### config.mk
export PLATFORM = sky130hd
export DESIGN_NAME = i2s_rx_stereo
export DESIGN_NICKNAME = d
export VERILOG_FILES = /design/src/rtl/i2s_pkg.sv /design/src/rtl/i2s_clk_gen.sv /design/src/rtl/i2s_rx_stereo.sv
export SDC_FILE = /design/constraint.sdc
export NUM_CORES = 1
export LEC_CHECK = 0
export BUFFER_PORTS_ARGS = -buffer_cell sky130_fd_sc_hd__buf_4
export CAP_MARGIN = 5
export CORE_ASPECT_RATIO = 1.1
export CORE_MARGIN = 3
export CORE_UTILIZATION = 40
export DETAILED_ROUTE_END_ITERATION = 6
export PLACE_DENSITY = 0.65
export SKIP_LAST_GASP = 1
export SLEW_MARGIN = 30
export SYNTH_ARGS = -nofsm -noshare
export SYNTH_HDL_FRONTEND = slang
export SYNTH_SLANG_ARGS = --single-unit
### constraint.sdc
create_clock -name clk_i -period 6.9 [get_ports clk_i]
set_clock_uncertainty 0.2 [all_clocks]
set_input_delay 0.345 -clock clk_i [delete_from_list [all_inputs] [get_ports clk_i]]
set_output_delay 0.345 -clock clk_i [all_outputs]
set_load 0.005 [all_outputs]
### src/rtl/i2s_pkg.sv
// Shared types and default sizing for the I2S stereo receiver.
// Optional frame counter on the top level is enabled by defining I2S_RX_FRAME_CNT_EN.
package i2s_pkg;

  typedef enum logic {
    FMT_I2S = 1'b0,
    FMT_LJ  = 1'b1
  } fmt_e;

  typedef enum logic {
    CH_LEFT  = 1'b0,
    CH_RIGHT = 1'b1
  } chan_e;

  localparam int DEFAULT_DATA_W   = 24;
  localparam int DEFAULT_SLOT_W   = 32;
  localparam int DEFAULT_BCLK_DIV = 8;

  // Number of BCLK periods between the LRCLK edge and the sample MSB.
  function automatic logic data_delay(fmt_e fmt);
    return (fmt == FMT_I2S);
  endfunction

endpackage

### src/rtl/i2s_clk_gen.sv
// BCLK/LRCLK generator: owns the divider and slot bit counters and
// provides the capture strobe and current bit position to the receiver.
module i2s_clk_gen
  import i2s_pkg::*;
#(
  parameter int SLOT_W   = DEFAULT_SLOT_W,
  parameter int BCLK_DIV = DEFAULT_BCLK_DIV,
  localparam int DIV_CW  = $clog2(BCLK_DIV),
  localparam int BIT_CW  = $clog2(SLOT_W)
) (
  input  logic              clk_i,
  input  logic              rst_i,
  input  logic              enable_i,
  output logic              bclk_o,
  output logic              lrclk_o,
  output logic              rise_o,
  output logic              frame_start_o,
  output logic [BIT_CW-1:0] bit_idx_o,
  output chan_e             chan_o
);

  localparam logic [DIV_CW-1:0] DIV_HALF = DIV_CW'(BCLK_DIV / 2);
  localparam logic [DIV_CW-1:0] DIV_LAST = DIV_CW'(BCLK_DIV - 1);
  localparam logic [BIT_CW-1:0] BIT_LAST = BIT_CW'(SLOT_W - 1);

  logic [DIV_CW-1:0] div_cnt_reg;
  logic [BIT_CW-1:0] bit_cnt_reg;
  logic [DIV_CW-1:0] div_next;
  logic              fall;

  assign rise_o        = enable_i && (div_cnt_reg == DIV_HALF);
  assign fall          = enable_i && (div_cnt_reg == DIV_LAST);
  assign div_next      = fall ? '0 : div_cnt_reg + 1'b1;
  assign frame_start_o = enable_i && (div_cnt_reg == '0) && (bit_cnt_reg == '0) && !lrclk_o;
  assign bit_idx_o     = bit_cnt_reg;
  assign chan_o        = chan_e'(lrclk_o);

  // bclk_o is registered from the next divider value so it tracks div_cnt exactly.
  always_ff @(posedge clk_i or posedge rst_i) begin
    if (rst_i) begin
      div_cnt_reg <= '0;
      bit_cnt_reg <= '0;
      bclk_o      <= 1'b0;
      lrclk_o     <= 1'b0;
    end else if (!enable_i) begin
      div_cnt_reg <= '0;
      bit_cnt_reg <= '0;
      bclk_o      <= 1'b0;
      lrclk_o     <= 1'b0;
    end else begin
      div_cnt_reg <= div_next;
      bclk_o      <= (div_next >= DIV_HALF);
      if (fall) begin
        if (bit_cnt_reg == BIT_LAST) begin
          bit_cnt_reg <= '0;
          lrclk_o     <= ~lrclk_o;
        end else begin
          bit_cnt_reg <= bit_cnt_reg + 1'b1;
        end
      end
    end
  end

endmodule

### src/rtl/i2s_rx_stereo.sv
// I2S / left-justified bus-master stereo receiver with valid/ready frame output.
// Define I2S_RX_FRAME_CNT_EN to add the 16-bit completed-frame counter output.
module i2s_rx_stereo
  import i2s_pkg::*;
#(
  parameter int DATA_W   = DEFAULT_DATA_W,
  parameter int SLOT_W   = DEFAULT_SLOT_W,
  parameter int BCLK_DIV = DEFAULT_BCLK_DIV
) (
  input  logic              clk_i,
  input  logic              rst_i,
  input  logic              enable_i,
  input  logic              format_i,
  input  logic              sd_i,
  output logic              bclk_o,
  output logic              lrclk_o,
  output logic [DATA_W-1:0] left_o,
  output logic [DATA_W-1:0] right_o,
  output logic              valid_o,
  input  logic              ready_i,
  output logic              overrun_o
`ifdef I2S_RX_FRAME_CNT_EN
  ,
  output logic [15:0]       frame_cnt_o
`endif
);

  localparam int BIT_CW = $clog2(SLOT_W);

  logic              rise;
  logic              frame_start;
  logic [BIT_CW-1:0] bit_idx;
  chan_e             chan;
  fmt_e              fmt_reg;
  logic [DATA_W-1:0] left_sh_reg;
  logic [DATA_W-1:0] right_sh_reg;
  logic [BIT_CW:0]   rel_bit;
  logic              in_window;
  logic              frame_done;

  i2s_clk_gen #(
    .SLOT_W   (SLOT_W),
    .BCLK_DIV (BCLK_DIV)
  ) u_clk_gen (
    .clk_i         (clk_i),
    .rst_i         (rst_i),
    .enable_i      (enable_i),
    .bclk_o        (bclk_o),
    .lrclk_o       (lrclk_o),
    .rise_o        (rise),
    .frame_start_o (frame_start),
    .bit_idx_o     (bit_idx),
    .chan_o        (chan)
  );

  // Position within the data word; wraps to a large value before the I2S MSB slot bit.
  assign rel_bit    = {1'b0, bit_idx} - {{BIT_CW{1'b0}}, data_delay(fmt_reg)};
  assign in_window  = rel_bit < (BIT_CW + 1)'(DATA_W);
  assign frame_done = rise && (chan == CH_RIGHT) && (rel_bit == (BIT_CW + 1)'(DATA_W - 1));

  always_ff @(posedge clk_i or posedge rst_i) begin
    if (rst_i) begin
      fmt_reg      <= FMT_I2S;
      left_sh_reg  <= '0;
      right_sh_reg <= '0;
      left_o       <= '0;
      right_o      <= '0;
      valid_o      <= 1'b0;
      overrun_o    <= 1'b0;
    end else begin
      overrun_o <= 1'b0;
      if (frame_start) begin
        fmt_reg <= fmt_e'(format_i);
      end
      if (rise && in_window) begin
        if (chan == CH_LEFT) begin
          left_sh_reg <= {left_sh_reg[DATA_W-2:0], sd_i};
        end else begin
          right_sh_reg <= {right_sh_reg[DATA_W-2:0], sd_i};
        end
      end
      // A completion always wins over an accept in the same cycle, keeping valid_o high.
      if (frame_done) begin
        left_o    <= left_sh_reg;
        right_o   <= {right_sh_reg[DATA_W-2:0], sd_i};
        valid_o   <= 1'b1;
        overrun_o <= valid_o && !ready_i;
      end else if (valid_o && ready_i) begin
        valid_o <= 1'b0;
      end
    end
  end

`ifdef I2S_RX_FRAME_CNT_EN
  logic [15:0] frame_cnt_reg;

  always_ff @(posedge clk_i or posedge rst_i) begin
    if (rst_i) begin
      frame_cnt_reg <= '0;
    end else if (frame_done) begin
      frame_cnt_reg <= frame_cnt_reg + 16'd1;
    end
  end

  assign frame_cnt_o = frame_cnt_reg;
`endif

endmodule

## After elaboration in Yosys (flattened, before gate mapping)

Index checks and enable logic that the tools add are counted.
Widths: inputs -> output; s select.

- Input port bits: 6
- Bits in registers: 108
- Output and inout bits: 52

- Mux-type cells: 12
- Bitwise logic cells: 2
- Add/sub/neg operators: 3
- Reduce and logical (&&, ||, !) cells: 18
- $lt $le $gt $ge: 2
- Equality and inequality tests: 6

Operator list:

| cell | number |
|---|---|
| $mux 5 | 3 |
| $logic_and 1x1->1 | 10 |
| $mux 1 | 7 |
| $eq 3x3->1 const B | 2 |
| $eq 6x5->1 const B | 1 |
| $lt 6x5->1 const B | 1 |
| $mux 3 | 2 |
| $reduce_and 2->1 | 3 |
| $sub 5x1->6 | 1 |
| $add 5x1->5 const B | 1 |
| $eq 5x5->1 const B | 1 |
| $logic_not 5->1 | 1 |
| $ne 2x1->1 const B | 2 |
| $add 3x1->3 const B | 1 |
| $ge 3x3->1 const B | 1 |
| $logic_not 3->1 | 1 |
| $logic_not 1->1 | 2 |
| $not 1->1 | 2 |
| $reduce_bool 2->1 | 1 |

## Depth between registers and ports, before layout

- Depth after elaboration: 5
- Depth in mapped cells: 9
- Depth with buffers taken out: 7

## By module

Synthesis repeated with hierarchy kept, for this count alone.

- Cells, all modules: 278
- Area total of the unflattened synthesis: 4388.0 um^2

By module, submodules not included:

| module | area an instance (um^2) | cells each | times used | seq. area each (um^2) |
|---|---|---|---|---|
| i2s_rx_stereo | 3858.7 | 228 | 1 | 2452.4 |
| i2s_clk_gen | 529.3 | 50 | 1 | 225.2 |

## Least setup slack after synthesis

OpenSTA, ideal clock, no wires.

- Path kind: reg2reg
- Start point: register u_clk_gen.bit_cnt_reg[0], in the netlist u_clk_gen.bit_idx_o[0]
- End point: register left_o[0]
- Data required time: 6.575 ns
- Cell stages (with the launch flop): 9
- Slack: 4.529 ns
- Arrival: 2.046 ns
- Clock period less this slack: 2.371 ns
- Path through: dfrtp_1 > inv_1 > ha_1 > ha_1 > nor4_1 > o211a_1 > buf_6 > buf_12 > mux2_4

- Longest elaborated chain between the ends: 3

Ends and longest elaborated chain:

| element | line | RTL |
|---|---|---|
| start: declaration | i2s_clk_gen.sv:27 | `logic [BIT_CW-1:0] bit_cnt_reg;` |
| start signal: assignment | i2s_clk_gen.sv:58 | `bit_cnt_reg <= bit_cnt_reg + 1'b1;` |
| $sub 5x1->6 | i2s_rx_stereo.sv:57 | `assign rel_bit = {1'b0, bit_idx} - {{BIT_CW{1'b0}}, data_delay(fmt_reg)};` |
| $eq 6x5->1 | i2s_rx_stereo.sv:59 | `assign frame_done = rise && (chan == CH_RIGHT) && (rel_bit == (BIT_CW + 1)'(DATA_W - 1));` |
| $logic_and 1x1->1 | i2s_rx_stereo.sv:59 |  |
| end signal: assignment | i2s_rx_stereo.sv:84 | `left_o <= left_sh_reg;` |
| end: declaration | i2s_rx_stereo.sv:17 | `output logic [DATA_W-1:0] left_o,` |

Every way passes these cells.
A chain may end at the register's enable or synchronous reset.

## Final worst setup path

- Start point: register u_clk_gen.bit_cnt_reg[0], in the netlist u_clk_gen.bit_idx_o[0]
- End point: register left_o[20]

The elaborated chain is that of the path after synthesis.

==> results_dict.tcl <==
set metrics [dict create \
    status "complete, no violations" \
    start_util_pct 41.7 \
    post-route-period-util_pct 42.2 \
    holdCritStartpoint "format_i" \
    yosys-mux-area-fraction_pct 26.7 \
    synthSimpleGateAreaFrac_pct 4.69 \
    grt.total_usage_pct 12.1 \
    drc 0 \
    placementRows 39 \
    min-delay-path-class "in -> reg" \
    drv_cap 0 \
    synth_nets 293 \
    worstPathArrival_ns 2.94 \
    fin_cells 485 \
    synth_top_family_by_area "multiplexers" \
    power_leakage_nw 2.69 \
    min_period_ns 2.91 \
    grt_pass1_wl_microns 12000 \
    nFillCells 918 \
    p_clk_share_pct 42.6 \
    synth_compound_area_share_pct 1.59 \
    worstSetupStartpoint "u_clk_gen.bit_idx_o[0]" \
    synth.top_cells.by_count "dfrtp_1 (107), mux2_2 (76), mux2_4 (20), ha_1 (8)" \
    synth_most_common_cell "dfrtp_1" \
    yosysTopAreaCellShare_pct 60.9 \
    synth.area.top_cells "dfrtp_1 (61%), mux2_2 (19%), mux2_4 (6.8%)" \
    hpwl_microns 4760 \
    syn_area_per_cell_sq_um 15.8 \
    clkSlewWorstSetupHoldPaths_ns 0.07 \
    die_y_microns 116 \
    drt_iter0_markers 81 \
    critPathRequiredTime_ns 6.92 \
    cts_setup_buffers 0 \
    setup_viol 0 \
    synth_fa_ha_area_share_pct 2.28 \
    ir_drop_v 0.000139 \
    ant_nets 0 \
    p_int_uw 917 \
    synth_edf_count 0 \
    tritoncts "built" \
    timing_hold_violations_final 0 \
    p_switching_uw 270 \
    post-synth-top-area-cell "dfrtp_1" \
    critPathMaxFanout 48 \
    totalWireLength_microns 7020 \
    clock_path_buffers 2 \
    area_growth_pct 19.2 \
    synth-main-ff-cell "dfrtp_1" \
    post-place-cells 468 \
    tightest_slew_ns 0.744 \
    place_congestion 0.823 \
    startpoint_type "register" \
    cts_max_level 3 \
    overflow 0 \
    fin_nets 351 \
    die_w_microns 106 \
    grt_max_degree 73 \
    end_kind "register" \
    relSlewSlack_pct 50.4 \
    setup_tns_ns 0 \
    antennaDiodeCount 0 \
    yosysSeqAreaShare_pct 60.9 \
    io_buffers 57 \
    power_mw 1.19 \
    powerDensity_nw_per_um2 226 \
    vias 2334 \
    ys_warn_count 0 \
    cts_made_buffers 9 \
    combPwrFrac_pct 3.9 \
    clock-sinks 107 \
    crit_type "reg -> reg" \
    grt_antenna_before_repair 0 \
    avgRoutedWirePerCell_microns 14.5 \
    synth_xor_area_share_pct 0.597 \
    rsz0062_at_grt "false" \
    p_sw_share_pct 22.7 \
    max_freq_ghz 0.343 \
    grt_pass1_vias 2396 \
    dieArea_sq_um 12300 \
    synthCells 279 \
    clk_latency_ns 0.34 \
    drive_gt1_share_pct 51.8 \
    synth_cell_types 34 \
    async_flop_share_pct 100 \
    drt-pass1-iter-count 4 \
    cts-root-buf "clkbuf_16" \
    drv_slew 0 \
    coreArea_sq_um 10500 \
    power_frac_seq_pct 53.5 \
    ys_ff_latch 107 \
    synth_area_sq_um 4400 \
    pin_count 58 \
    r2r-start "u_clk_gen.bit_idx_o[0]" \
    vias_per_cell 4.81 \
]
## path summary, 6_finish.rpt
check	to	slack [ns]	cells after the start
min in group asynchronous	left_o[4]	0.36	3
max in group asynchronous	u_clk_gen.bit_idx_o[1]	5.16	4
min reg2reg	u_clk_gen.div_cnt_reg[0]	0.27	1
min	fmt_reg	0.04	2
max	left_o[20]	3.99	8
max reg2reg	left_o[20]	3.99	8
## power by group through the flow
| stage | sequential, mW | clock, mW | combinational [mW] |
|---|---|---|---|
| after global routing | 0.637 | 0.544 | 0.0536 |
| after global placement | 0.648 | 0 | 0.0450 |
| after CTS | 0.636 | 0.521 | 0.0476 |
| after floorplan | 0.647 | 0 | 0.0341 |
| final | 0.636 | 0.506 | 0.0460 |
| after detailed placement | 0.648 | 0 | 0.0468 |
## layer usage
layer / vias to the layer above / global-route usage (%) / wire, microns
met3: 9 / 2.34 / 280
met1: 1182 / 16.8 / 3390
met4: 0 / 4.92 / 112
li1: 1096 / - / -
met2: 47 / 18.8 / 3230
met5: - / 0 / 0
## worst max-delay path, stage by stage, from the launching register on
cell     delay (ns)
dfrtp_1        0.36
inv_1          0.09
ha_1           0.24
ha_1           0.24
xnor2_1        0.14
nor4_1         0.27
o211a_2        0.24
buf_4          0.58
mux2_2         0.41
## cells in the final DEF, fill, tap and decap left out, drive strengths merged, types with 3 or more instances in the layout
cell type	n
buf	60
clkbuf	10
and3	3
mux2	96
and2	3
xnor2	3
nand2	6
inv	10
nor2b	3
nor2	5
nor3b	4
dfrtp	107
nand2b	3
ha	8
## stage by stage
| step | hold slack (ns) | utilization (%) | setup slack [ns] | area [sq um] |
|---|---|---|---|---|
| after floorplan | 0.236 | - | 3.54 | 4400 |
| after global placement | 0.186 | 46.6 | 4.05 | 4910 |
| after detailed placement | 0.185 | 46.7 | 3.98 | 4930 |
| after CTS | 0.0330 | 49.7 | 3.97 | 5240 |
| after global routing | 0.0533 | 49.8 | 3.81 | 5240 |
| final | 0.0405 | 49.8 | 3.99 | 5240 |
## layout make-up
cell class	instances	area [sq um]	share of cell area, %
sequential	107	2680	51.1
multi-input combinational	152	1590	30.3
timing repair buffer	61	472	9.00
clock buffer	10	239	4.56
tap	143	179	3.41
clock inverter	6	65.1	1.24
inverter	6	25.0	0.477
## cells by family (layout without fill, tap and decap cells)
kind of cell / after synthesis / count (layout)
multiplexers: 98 / 98
flip-flops: 107 / 107
XOR/XNOR: 3 / 3
adder cells (fa/ha/maj): 8 / 8
AO/OA/AOI/OAI: 10 / 10
buffers and inverters: 20 / 83
AND/OR/NAND/NOR: 33 / 33
## timing repair
action,CTS,global route
hold buffers,1,0
gates resized for setup,0,0
hold endpoints to repair,35,0
Power figures use the tool's default switching activity.
